**src/rtl/frame_scheduler_if.sv**
```systemverilog
// Downstream sample stream from frame_scheduler to the windowing/FFT stage.
// The master side drives data/valid/last/idx; the slave side drives ready.
interface frame_scheduler_if #(
  parameter int WIDTH      = 16,
  parameter int FRAME_SIZE = 306
);
  localparam int IDX_W = (FRAME_SIZE > 1) ? $clog2(FRAME_SIZE) : 1;

  logic [WIDTH-1:0] data;
  logic             valid;
  logic             ready;
  logic             last;
  logic [IDX_W-1:0] idx;

  modport master (output data, output valid, output last, output idx, input ready);
  modport slave  (input data, input valid, input last, input idx, output ready);
endinterface

```
**src/rtl/frame_scheduler.sv**
```systemverilog
// Streams each complete frame out of the window buffer to the spectral stage,
// then commands the buffer to hop and counts finished frames.
module frame_scheduler #(
  parameter int WIDTH      = 16,
  parameter int FRAME_SIZE = 306,
  parameter int CNT_W      = 16
) (
  input  logic                 clk,
  input  logic                 rst,
  input  logic                 enable_i,
  output logic                 wb_start_move_o,
  output logic                 wb_rd_en_o,
  input  logic [WIDTH-1:0]     wb_data_i,
  input  logic                 wb_valid_i,
  input  logic                 wb_next_state_i,
  input  logic                 wb_idle_i,
  frame_scheduler_if.master    out_if,
  output logic [CNT_W-1:0]     frame_cnt_o,
  output logic                 busy_o
);

  localparam int IDX_W = (FRAME_SIZE > 1) ? $clog2(FRAME_SIZE) : 1;
  localparam int ISS_W = $clog2(FRAME_SIZE + 1);
  localparam logic [ISS_W-1:0] ISS_FULL = ISS_W'(FRAME_SIZE);
  localparam logic [ISS_W-1:0] ISS_LAST = ISS_W'(FRAME_SIZE - 1);

  typedef enum logic [2:0] {
    IDLE,
    STREAM,
    DRAIN,
    WAIT_WB,
    MOVE,
    SETTLE
  } state_t;

  state_t            state_q;
  logic [ISS_W-1:0]  issuedCnt_q;
  logic              rdPrev_q;
  logic [WIDTH-1:0]  outData_q;
  logic              outValid_q;
  logic              outLast_q;
  logic [IDX_W-1:0]  outIdx_q;
  logic [CNT_W-1:0]  frameCnt_q;
  logic [CNT_W-1:0]  frameCnt_d;
  logic              startMove_q;
  logic              busy_q;
  logic              slotFree;
  logic              readIssue;

  // Reads are spaced at least two cycles apart so the buffer's registered
  // valid has caught up with its pointer before the next read is issued.
  assign slotFree   = !outValid_q || out_if.ready;
  assign readIssue  = (state_q == STREAM) && wb_valid_i && slotFree &&
                      (issuedCnt_q < ISS_FULL) && !rdPrev_q;
  assign frameCnt_d = frameCnt_q + CNT_W'(1);

  always_ff @(posedge clk) begin
    if (rst) begin
      state_q     <= IDLE;
      issuedCnt_q <= '0;
      rdPrev_q    <= 1'b0;
      outData_q   <= '0;
      outValid_q  <= 1'b0;
      outLast_q   <= 1'b0;
      outIdx_q    <= '0;
      frameCnt_q  <= '0;
      startMove_q <= 1'b0;
      busy_q      <= 1'b0;
    end else begin
      rdPrev_q    <= readIssue;
      startMove_q <= 1'b0;

      if (readIssue) begin
        outData_q   <= wb_data_i;
        outValid_q  <= 1'b1;
        outIdx_q    <= issuedCnt_q[IDX_W-1:0];
        outLast_q   <= (issuedCnt_q == ISS_LAST);
        issuedCnt_q <= issuedCnt_q + ISS_W'(1);
      end else if (out_if.ready) begin
        outValid_q <= 1'b0;
      end

      case (state_q)
        IDLE: begin
          if (enable_i) begin
            state_q     <= STREAM;
            issuedCnt_q <= '0;
            busy_q      <= 1'b1;
          end
        end
        STREAM: begin
          if (readIssue && (issuedCnt_q == ISS_LAST)) begin
            state_q <= DRAIN;
          end
        end
        DRAIN: begin
          if (outValid_q && out_if.ready) begin
            state_q    <= WAIT_WB;
            frameCnt_q <= frameCnt_d;
          end
        end
        // The hop is only commanded once the buffer reports idle.
        WAIT_WB: begin
          if (wb_idle_i) begin
            state_q     <= MOVE;
            startMove_q <= 1'b1;
          end
        end
        MOVE: begin
          state_q <= SETTLE;
        end
        SETTLE: begin
          if (wb_next_state_i) begin
            if (enable_i) begin
              state_q     <= STREAM;
              issuedCnt_q <= '0;
            end else begin
              state_q <= IDLE;
              busy_q  <= 1'b0;
            end
          end
        end
        default: begin
          state_q <= IDLE;
          busy_q  <= 1'b0;
        end
      endcase
    end
  end

  assign wb_rd_en_o      = readIssue;
  assign wb_start_move_o = startMove_q;
  assign out_if.data     = outData_q;
  assign out_if.valid    = outValid_q;
  assign out_if.last     = outLast_q;
  assign out_if.idx      = outIdx_q;
  assign frame_cnt_o     = frameCnt_q;
  assign busy_o          = busy_q;

endmodule

```
**src/flat_wrapper.sv**
```systemverilog
// flat-port wrapper written by rule: the top's interface ports become plain ports
module frame_scheduler_flat 
#(
  parameter int WIDTH      = 16,
  parameter int FRAME_SIZE = 306,
  parameter int CNT_W      = 16
)
  (clk, rst, enable_i, wb_start_move_o, wb_rd_en_o, wb_data_i, wb_valid_i, wb_next_state_i, wb_idle_i, frame_cnt_o, busy_o, out_if_data, out_if_valid, out_if_last, out_if_idx, out_if_ready);
  frame_scheduler_if #(.WIDTH(WIDTH), .FRAME_SIZE(FRAME_SIZE)) out_if_i ();
  input  logic clk;
  input  logic rst;
  input  logic enable_i;
  output logic wb_start_move_o;
  output logic wb_rd_en_o;
  input  logic [WIDTH-1:0] wb_data_i;
  input  logic wb_valid_i;
  input  logic wb_next_state_i;
  input  logic wb_idle_i;
  output logic [CNT_W-1:0] frame_cnt_o;
  output logic busy_o;
  output wire logic [$bits(out_if_i.data)-1:0] out_if_data;
  output wire logic [$bits(out_if_i.valid)-1:0] out_if_valid;
  output wire logic [$bits(out_if_i.last)-1:0] out_if_last;
  output wire logic [$bits(out_if_i.idx)-1:0] out_if_idx;
  input wire logic [$bits(out_if_i.ready)-1:0] out_if_ready;
  assign out_if_data = out_if_i.data;
  assign out_if_valid = out_if_i.valid;
  assign out_if_last = out_if_i.last;
  assign out_if_idx = out_if_i.idx;
  assign out_if_i.ready = out_if_ready;
  frame_scheduler #(.WIDTH(WIDTH), .FRAME_SIZE(FRAME_SIZE), .CNT_W(CNT_W)) u_core (.clk(clk), .rst(rst), .enable_i(enable_i), .wb_start_move_o(wb_start_move_o), .wb_rd_en_o(wb_rd_en_o), .wb_data_i(wb_data_i), .wb_valid_i(wb_valid_i), .wb_next_state_i(wb_next_state_i), .wb_idle_i(wb_idle_i), .out_if(out_if_i), .frame_cnt_o(frame_cnt_o), .busy_o(busy_o));
endmodule
```
**config.mk**
```make
export PLATFORM = sky130hd
export DESIGN_NAME = frame_scheduler_flat
export DESIGN_NICKNAME = d
export VERILOG_FILES = /design/src/rtl/frame_scheduler_if.sv /design/src/rtl/frame_scheduler.sv /design/src/flat_wrapper.sv
export SDC_FILE = /design/constraint.sdc
export NUM_CORES = 1
export LEC_CHECK = 0
export ABC_AREA = 1
export CORE_MARGIN = 2
export CORE_UTILIZATION = 45
export CTS_CLUSTER_DIAMETER = 30
export DETAILED_ROUTE_END_ITERATION = 16
export HOLD_SLACK_MARGIN = 0.02
export PLACE_DENSITY = 0.8
export SYNTH_ARGS = -nofsm -noshare
export SYNTH_HDL_FRONTEND = slang
export SYNTH_SLANG_ARGS = --single-unit
```
**constraint.sdc**
```tcl
create_clock -name clk -period 3 [get_ports clk]
set_input_delay 0.3 -clock clk [delete_from_list [all_inputs] [get_ports clk]]
set_output_delay 0.3 -clock clk [all_outputs]
set_load 0.01 [all_outputs]
```
==> impl_results.md <==
* CTS H-tree depth at 3
* FF-to-FF setup slack at 1070 ps
* Vias at 2550
* Share of layout cells above drive strength 1 at 9.132%
* GRT Resource Usage Total at 21.29%
* Clock share of power at 33.1%
* Number of diodes at 0
* Fin Hold WS at 463.2 ps
* Clock root buffer: clkbuf_8
* Max cap viols at 0
* Worst setup EP type: output port
* Commonest non-fill, non-tap cell in the layout: nor2_1
* Routed Wire Length at 6371 um
* Prevailing post-synth register cell: dfxtp_1
* IO Port Bufs at 68
* Gp weighted congestion at 0.8218
* Clock buffer depth at 2
* Worst R2R End: u_core.out_if.data[13]
* Hold Violations, Final at 0
* Sequential Power Share at 38.3%
* Post-route antenna net violation count at 0
* First-pass GRT wire length at 10540 um
* Status: finished, final reports clean
* M1 GR Usage at 25.21%
* Psw at 0.7750 mW
* Setup crit start: out_if_ready
* Synthesized instance count at 363
* Post-Syn Area at 2615 sq um
* Share of the synthesized area in the top cell type at 44.40%
* Hold Crit Class: flop to flop
* Syn-to-layout area delta at 36.03%
* Hold buffer count at CTS at 0
* Vias in the first global route at 2409
* Worst setup path category: input pin to output port
* CTS buffer count at 9
* Met3 Use GR at 5.056%
* Critical path peak fanout at 22
* Leakage power at 1.355 nW
* Largest cells by area after synthesis: dfxtp_1 (44%), nor2_1 (10%), nand2_1 (8.9%), inv_1 (5.3%), a21oi_1 (4.8%)
* DIE WIDTH at 80.23 um
* Setup Skew at 6.538 ps
* Largest net degree at the start of global routing at 31
* Initial Utilization at 46.91%
* First-pass iteration count of the detailed router at 4
* PD cells at 681.4 nW/um^2
* Req. time, crit path at 2700 ps
* Max Freq at 427.3 MHz
* Fin. max-slew vios at 0
* Minimum clock period at 2340 ps
* Number of synthesized flops with an enable pin at 0
* Final setup vio count at 0
* Sequential area share after synthesis at 44.40%
* DRC errors left at 0
* CTS tree: yes
* Syn_area_per_cell at 7.204 sq um
* Most frequent cells in the layout: nor2_1 (72), clkdlybuf4s50_1 (68), nand2_1 (62), dfxtp_1 (58), inv_1 (37)
* Util after Layout at 63.82%
* Maximum vdd drop at 0.0004279 V
* Io pins at 69
* Sw frac at 31.97%
* Die ar. at 6437 sq um
* Starting DRT DRC Count at 137
* Setup Buffers After CTS at 0
* Post-CTS sizing at 0
* FF-to-FF path depth at 9
* # clock sinks at 58
* DP HPWL at 4434 um
* Yosys warns at 0
* Clock-pin transition on the worst setup and hold timing paths at 60 ps
* CP Launch Type: input pin
* Syn nets at 389
* Area leader, netlist: dfxtp_1
* Max-slew headroom at 74.72%
* CP arrival at 2040 ps
* Initial antenna violation count at 0
* Pint at 1.649 mW
* Final net count at 459
* Die H at 80.23 um
* Total grt overflow at 0
* FF+latch count, synth at 58
* Wire per inst at 12.49 um
* Combinational share of power at 28.6%
* Setup TNS at 0 ps
* Worst r2r src: u_core.issuedCnt_q[7]
* Clk Latency, worst-skew pair at 340 ps
* Synth cell types at 32
* CP Capture Point: wb_rd_en_o
* Pwr Total at 2.424 mW
* Fin crit share at 78.00%
* Core area at 5574 sq um
* Vias per cell at 5.000
* RSZ-0062 raised after global routing: no
* Global routing usage on met2 at 35.58%
* Busiest grt layer: met2
* Ys async rst share at 0%
* Std cell rows at 27
* Least-Margin Pin Slew at 378.7 ps
==> stage by stage <==
stage,setup slack [ps],instances,area [sq um]
after floorplan,1469,363,2615
after global placement,691.1,494,3338
after detailed placement,667.8,494,3338
after CTS,658.1,510,3557
after global routing,552.8,510,3557
final,659.9,510,3557
==> synthesized netlist by cell type, types with 4 or more instances <==
master and instances:
clkbuf_1 5, a21oi_1 25, nor3_1 13, nor2_1 72, nand2_1 62, inv_1 37, nand4_1 6, buf_4 4
o21ai_0 25, dfxtp_1 58, inv_2 7, nand3_1 14
==> critical path: stages <==
cell,delay (ps)
clkdlybuf4s50_1,510
nor2_1,70
nor2_1,110
nand3_2,150
nor2_8,290
clkdlybuf4s50_1,610
==> registers in the layout, indices dropped and copies added, names as in the netlist <==
| name | count |
|---|---|
| u_core.out_if.last | 1 |
| u_core.state_q | 3 |
| u_core.wb_start_move_o | 1 |
| u_core.busy_o | 1 |
| u_core.out_if.data | 16 |
| u_core.rdPrev_q | 1 |
| u_core.issuedCnt_q | 9 |
| u_core.out_if.valid | 1 |
| u_core.frame_cnt_o | 16 |
| u_core.out_if.idx | 9 |
==> per-layer routing <==
metal | part of all wire, % | wire length, um | vias to the layer above
met5 | 0 | 0 | -
met4 | 2.3 | 146 | 0
met3 | 5.6 | 355 | 16
met2 | 49 | 3139 | 72
met1 | 43 | 2730 | 1153
li1 | - | - | 1309
==> logic make-up after synthesis <==
family / synth area share [%]
simple gates: 31.24
compound gates: 12.92
flops: 44.40
buf+inv: 8.995
xor+xnor: 1.005
fa+ha+maj: 1.436
==> power by group through the flow <==
stage	logic, mW	registers, mW	clock network (mW)
finish	0.693	0.929	0.803
global route	0.773	0.942	0.855
CTS	0.694	0.928	0.822
detailed placement	0.689	0.944	0
global placement	0.674	0.942	0
floorplan	0.411	0.971	0
==> how the worst min path moves through the flow <==
stage | cells after the start | end | from
floorplan | 2 | u_core.wb_start_move_o | wb_idle_i
global placement | 2 | u_core.busy_o | u_core.busy_o
detailed placement | 2 | u_core.busy_o | u_core.busy_o
CTS | 2 | u_core.busy_o | u_core.busy_o
global route | 2 | u_core.busy_o | u_core.busy_o
finish | 2 | u_core.busy_o | u_core.busy_o
==> cell type report <==
cell class / count / area [sq um]
tap: 72 / 90.09
timing repair buffer: 71 / 703.2
sequential: 58 / 1161
clock inverter: 5 / 77.57
clock buffer: 11 / 141.4
multi-input combinational: 249 / 1219
inverter: 44 / 165.2
fill: 491 / 2017
Note: power is estimated with default switching activity, not from simulation.
